## src/rtl/apb_ctrl_pkg.sv

```systemverilog
// Shared types and constants for the dual-requester APB master.
//   apb_state_t : bus phase sequencer states
//   apb_req_t   : a captured request {write, addr, wdata}
//   SLV_SEL_BIT : address bit that picks slave 2 (1) over slave 1 (0)
package apb_ctrl_pkg;

   localparam int DEF_ADDR_W  = 9;
   localparam int DEF_DATA_W  = 8;
   localparam int SLV_SEL_BIT = DEF_ADDR_W - 1;

   typedef enum logic [1:0] {
      IDLE,
      SETUP,
      ACCESS
   } apb_state_t;

   typedef struct packed {
      logic                  write;
      logic [DEF_ADDR_W-1:0] addr;
      logic [DEF_DATA_W-1:0] wdata;
   } apb_req_t;

endpackage

```

## src/rtl/apb_rr_arb2.sv

```systemverilog
// Two-way round-robin arbiter.
//   clk, rst   : clock, synchronous active-high reset
//   valid[1:0] : pending requests
//   advance    : high when the bus can take a new transfer this cycle
//   grant[1:0] : one-hot winner, only while advance is high
// On a tie the requester that did not win last is granted; after reset the
// history says "1 won last" so requester 0 takes the first tie.
module apb_rr_arb2 (
   input  logic       clk,
   input  logic       rst,
   input  logic [1:0] valid,
   input  logic       advance,
   output logic [1:0] grant
);

   logic last_grant;

   always_comb begin
      grant = 2'b00;
      if (advance) begin
         case (valid)
            2'b01:   grant = 2'b01;
            2'b10:   grant = 2'b10;
            2'b11:   grant = last_grant ? 2'b01 : 2'b10;
            default: grant = 2'b00;
         endcase
      end
   end

   always_ff @(posedge clk) begin
      if (rst)
         last_grant <= 1'b1;
      else if (|grant)
         last_grant <= grant[1];
   end

endmodule

```

## src/rtl/apb_dual_req_master.sv

```systemverilog
// APB master shared by two requesters, driving two slaves.
//   PCLK, PRESET          : clock, synchronous active-high reset
//   reqN_valid/write/addr/wdata, reqN_ready : request handshake (ready is a
//                           combinational accept pulse)
//   rspN_valid/rdata/err  : one-cycle response to the owner of a transfer
//   PSEL1/PSEL2/PENABLE/PADDR/PWRITE/PWDATA : APB request side
//   PREADY/PRDATA/PSLVERR : APB completion side
// A transfer is SETUP then one or more ACCESS cycles. A new grant is taken
// in IDLE or in the ACCESS cycle that completes, so back-to-back transfers
// run with no idle gap. ACCESS is cut off with an error after TIMEOUT cycles
// without PREADY. The request latch uses apb_req_t, so ADDR_W/DATA_W must
// stay at the package defaults.
module apb_dual_req_master
   import apb_ctrl_pkg::*;
#(
   parameter int ADDR_W  = DEF_ADDR_W,
   parameter int DATA_W  = DEF_DATA_W,
   parameter int TIMEOUT = 16
) (
   input  logic              PCLK,
   input  logic              PRESET,
   input  logic              req0_valid,
   input  logic              req0_write,
   input  logic [ADDR_W-1:0] req0_addr,
   input  logic [DATA_W-1:0] req0_wdata,
   output logic              req0_ready,
   output logic              rsp0_valid,
   output logic [DATA_W-1:0] rsp0_rdata,
   output logic              rsp0_err,
   input  logic              req1_valid,
   input  logic              req1_write,
   input  logic [ADDR_W-1:0] req1_addr,
   input  logic [DATA_W-1:0] req1_wdata,
   output logic              req1_ready,
   output logic              rsp1_valid,
   output logic [DATA_W-1:0] rsp1_rdata,
   output logic              rsp1_err,
   output logic              PSEL1,
   output logic              PSEL2,
   output logic              PENABLE,
   output logic [ADDR_W-1:0] PADDR,
   output logic              PWRITE,
   output logic [DATA_W-1:0] PWDATA,
   input  logic              PREADY,
   input  logic [DATA_W-1:0] PRDATA,
   input  logic              PSLVERR
);

   localparam int CNT_W = (TIMEOUT > 2) ? $clog2(TIMEOUT) : 1;

   apb_state_t        state, state_nxt;
   apb_req_t          lat, win_req;
   logic              lat_owner;
   logic [CNT_W-1:0]  cnt;
   logic [1:0]        grant;
   logic              advance, done;
   logic              rsp_vld, rsp_owner, rsp_err;
   logic [DATA_W-1:0] rsp_rdata;

   apb_rr_arb2 u_arb (
      .clk     (PCLK),
      .rst     (PRESET),
      .valid   ({req1_valid, req0_valid}),
      .advance (advance),
      .grant   (grant)
   );

   assign req0_ready = grant[0];
   assign req1_ready = grant[1];

   always_comb begin
      done      = (state == ACCESS) && (PREADY || cnt == CNT_W'(TIMEOUT - 1));
      advance   = (state == IDLE) || done;
      win_req   = grant[1] ? {req1_write, req1_addr, req1_wdata}
                           : {req0_write, req0_addr, req0_wdata};
      state_nxt = state;
      case (state)
         IDLE:    if (|grant) state_nxt = SETUP;
         SETUP:   state_nxt = ACCESS;
         ACCESS:  if (done) state_nxt = (|grant) ? SETUP : IDLE;
         default: state_nxt = IDLE;
      endcase
   end

   always_ff @(posedge PCLK) begin
      if (PRESET) state <= IDLE;
      else        state <= state_nxt;
   end

   always_ff @(posedge PCLK) begin
      if (PRESET) begin
         lat       <= '0;
         lat_owner <= 1'b0;
         cnt       <= '0;
         rsp_vld   <= 1'b0;
         rsp_owner <= 1'b0;
         rsp_err   <= 1'b0;
         rsp_rdata <= '0;
      end else begin
         rsp_vld <= done;
         // lat_owner is read before a same-cycle regrant overwrites it
         if (done) begin
            rsp_owner <= lat_owner;
            rsp_err   <= !PREADY || PSLVERR;
            rsp_rdata <= (PREADY && !PSLVERR && !lat.write) ? PRDATA : '0;
         end
         if (|grant) begin
            lat       <= win_req;
            lat_owner <= grant[1];
         end
         if (state_nxt == SETUP)  cnt <= '0;
         else if (state == ACCESS) cnt <= cnt + CNT_W'(1);
      end
   end

   // Bus phase is decoded from state; the address/data come straight from
   // the latch so they hold their last value while idle.
   always_comb begin
      PSEL1   = (state != IDLE) && !lat.addr[SLV_SEL_BIT];
      PSEL2   = (state != IDLE) &&  lat.addr[SLV_SEL_BIT];
      PENABLE = (state == ACCESS);
      PADDR   = lat.addr;
      PWRITE  = lat.write;
      PWDATA  = lat.wdata;
   end

   assign rsp0_valid = rsp_vld && !rsp_owner;
   assign rsp1_valid = rsp_vld &&  rsp_owner;
   assign rsp0_rdata = rsp0_valid ? rsp_rdata : '0;
   assign rsp1_rdata = rsp1_valid ? rsp_rdata : '0;
   assign rsp0_err   = rsp0_valid && rsp_err;
   assign rsp1_err   = rsp1_valid && rsp_err;

endmodule
```

## config.mk

```make
export PLATFORM = sky130hd
export DESIGN_NAME = apb_dual_req_master
export DESIGN_NICKNAME = d
export VERILOG_FILES = /design/src/rtl/apb_ctrl_pkg.sv /design/src/rtl/apb_rr_arb2.sv /design/src/rtl/apb_dual_req_master.sv
export SDC_FILE = /design/constraint.sdc
export NUM_CORES = 1
export LEC_CHECK = 0
export BUFFER_PORTS_ARGS = -buffer_cell sky130_fd_sc_hd__buf_2
export CAP_MARGIN = 20
export CORE_ASPECT_RATIO = 0.7
export CORE_MARGIN = 3
export CORE_UTILIZATION = 46
export DETAILED_ROUTE_END_ITERATION = 12
export PLACE_DENSITY = 0.81
export REMOVE_ABC_BUFFERS = 1
export SYNTH_ARGS = -nofsm -noshare
export SYNTH_HDL_FRONTEND = slang
export SYNTH_SLANG_ARGS = --single-unit
```

## constraint.sdc

```tcl
create_clock -name PCLK -period 2.05 [get_ports PCLK]
set_input_delay 0.615 -clock PCLK [delete_from_list [all_inputs] [get_ports PCLK]]
set_output_delay 0.615 -clock PCLK [all_outputs]
set_load 0.01 [all_outputs]
```

==> metrics <==
status complete, but fails checks; failing checks setup timing; asr flop ratio synth 0%; Starting Density 50.8%; final core utilization 68.8%; number of global-route vias before repair 1688; worst r2r path cells 5; Period minus WS final 2.06 ns; clock buffer count from CTS 5; Setup CP Type reg2out; hold depth 2; CP arrival 1.45 ns; internal power 1.17 mW; max incr delay on CP 0.37 ns; pin count of the biggest net entering global routing 39; Post-CTS Hold Buffers 0; GRT Total Usage 19.3%; Setup crit end req0_ready; relative slew slack 28.0%; critical path capture point type output pin; Nets 351; final hold vios 0; minimum hold slack 0.491 ns; Post-synth EDFFs 0; Min-Delay Path Class reg2reg; Routed Antenna Nets 0; Worst-path clk slew 0.07 ns; height of the die 59.6 um; Reg2Reg Launch Point cnt[1]$_SDFFE_PP0P_; Synth Register Bits 37; post-synth top area cell dfxtp_1; area grow syn2layout 35.4%; CTS tree done; ranking of synthesized cells by area dfxtp_1 (39%), mux2i_1 (11%), o221ai_2 (7.2%); Synth top cells by count dfxtp_1 (37), nand2_1 (22), mux2i_1 (20); VDD IR-drop max 0.408 mV; drt pass-1 iters 4; clk_skew 0.00532 ns; Worst Tran Pin Value 1.08 ns; I/O pins 93; Final Wtd Congestion 0.752; share of cells above drive strength 1 45.2%; full die area 4920 um^2; unrepaired setup endpoints after global routing true; detailed placement HPWL 3.53 mm; clk_lat worst skew 0.28 ns; FP Rows 18; WL per Instance 13.8 um; via/cell ratio 5.44; Peak Freq 485 MHz; crit path launch cnt[1]$_SDFFE_PP0P_; Netlist Area Pre-Place 1890 um^2; n_diodes 0; Die Wd 82.6 um; dpl cell area 2380 um^2; Pins Over Slew Limit 0; Reg2Reg Capture Point PADDR[1]$_SDFFE_PP0P_; Synth Flop Type dfxtp_1; post-synthesis sequential area ratio 39.2%; Final WS setup -0.0121 ns; initial DRC count 75; CP startpoint kind flip-flop; max-cap viol count 0; pwr dens 643 nW/um^2; first-pass GRT wire length 7.38 mm; Pleak 1.29 nW; post-route cell area 2560 um^2; logic gate share of total power 21.9%; WP data required 1.43 ns; Clock power frac 29.1%; Max Fanout on Critical Path 3; number of port buffers 92; Cell Chain, Critical Path ha_4, nand4b_1, a31oi_2, and2_1, buf_2; R2R Setup Slk 0.12 ns; clk sinks 37; sequential power share 49.0%; syn avg cell area 9.35 um^2; Netlist cell types 38; Yosys top cell area share 39.2%; yosys warns 0; initial antenna violation count 0; final WL 4.85 mm; grt total ovfl 0; net switching power 470 uW; CORE AREA 3720 um^2; final setup fails 1; count leader, synth dfxtp_1; synthesized instance count 202; Root Driver clkbuf_8; worst-case clock buffer depth 2; switching part of the total power 28.6%; # DRC 0; slowest cell on the critical path dfxtp_4; CTS H-tree depth 2; via count 1911; Final Cycle Share 101%
per-layer routing:
layer | track usage, % | share of wire, % | vias up
met5 | 0 | 0 | -
met4 | 5.59 | 0.66 | 0
met3 | 4.71 | 7.7 | 5
met2 | 32.6 | 47 | 58
met1 | 24.5 | 44 | 900
li1 | - | - | 948
flip-flops by register name (all words and copies together) (netlist names), 2 cells and up:
register / cells
PADDR: 9
PWDATA: 8
rsp_rdata: 8
cnt: 4
state: 2
power by group through the flow:
| stage | combinational [mW] | sequential [mW] | clock, mW |
|---|---|---|---|
| floorplan | 0.172 | 0.836 | 0 |
| global placement | 0.329 | 0.821 | 0 |
| detailed placement | 0.338 | 0.822 | 0 |
| CTS | 0.353 | 0.807 | 0.492 |
| global route | 0.393 | 0.813 | 0.526 |
| finish | 0.360 | 0.806 | 0.478 |
how the worst min path moves through the flow:
stage,start,end
2_1_floorplan,lat_owner$_SDFFE_PP0P_,rsp_owner$_SDFFE_PP0P_
3_3_place_gp,lat_owner$_SDFFE_PP0P_,rsp_owner$_SDFFE_PP0P_
3_5_place_dp,rsp_rdata[5]$_SDFFE_PP0P_,rsp_rdata[5]$_SDFFE_PP0P_
4_1_cts,lat_owner$_SDFFE_PP0P_,lat_owner$_SDFFE_PP0P_
5_1_grt,rsp_rdata[0]$_SDFFE_PP0P_,rsp_rdata[0]$_SDFFE_PP0P_
6_report,lat_owner$_SDFFE_PP0P_,lat_owner$_SDFFE_PP0P_
area by class of cell:
cell class	instances	area, um^2
fill	297	1160
multi-input combinational	143	1070
sequential	37	748
timing repair buffer	107	573
clock buffer	6	72.6
tap	50	62.6
inverter	6	22.5
clock inverter	2	10.0
logic make-up (layout without fill, tap and decap cells):
group / after synthesis / in the layout / synth area share, %
XOR/XNOR: 2 / 2 / 0.928
flip-flops: 37 / 37 / 39.2
AND/OR/NAND/NOR: 79 / 79 / 21.6
AO/OA/AOI/OAI: 41 / 41 / 21.1
adder cells (fa/ha/maj): 1 / 1 / 0.663
buffers and inverters: 22 / 121 / 5.90
multiplexers: 20 / 20 / 10.6
timing repair:
| item | CTS | global route |
|---|---|---|
| buffers inserted | 6 | 1 |
| pin swaps | 2 | 3 |
| setup endpoints to repair | 2 | 26 |
| resized for setup | 4 | 7 |
metrics by stage:
| step | setup slack (ns) | std cells | setup TNS (ns) | total power [mW] |
|---|---|---|---|---|
| after floorplan | -0.190 | 186 | -3.08 | 1.01 |
| after global placement | 0.0692 | 336 | 0 | 1.15 |
| after detailed placement | 0.0166 | 336 | 0 | 1.16 |
| after CTS | 0.00503 | 350 | 0 | 1.65 |
| after global routing | -0.0950 | 351 | -0.255 | 1.73 |
| final | -0.0121 | 351 | -0.0121 | 1.64 |
placed cells by master (no fill, tap or decap), drive strengths merged, types with 2 or more instances in the layout:
cell type	netlist	final
buf	7	107
dfxtp	37	37
nand2	22	22
mux2i	20	20
nand3	19	19
o221ai	19	19
and2	12	12
and3	10	10
a22o	8	8
clkbuf	9	6
inv	6	6
nor2	4	4
nor3	3	3
a21oi	3	3
a31oi	3	3
nand2b	2	2
a211oi	2	2
clkinv	0	2
nor2b	2	2
worst max-delay path, delay by kind of cell, from the launching register on:
family / cells / cell delay, ns
adders and majority gates: 1 / 0.13
buffers and inverters: 1 / 0.13
AOI/OAI and AO/OA: 1 / 0.24
and+or+nand+nor: 2 / 0.30
DFF: 1 / 0.37
Power figures use the tool's default switching activity.
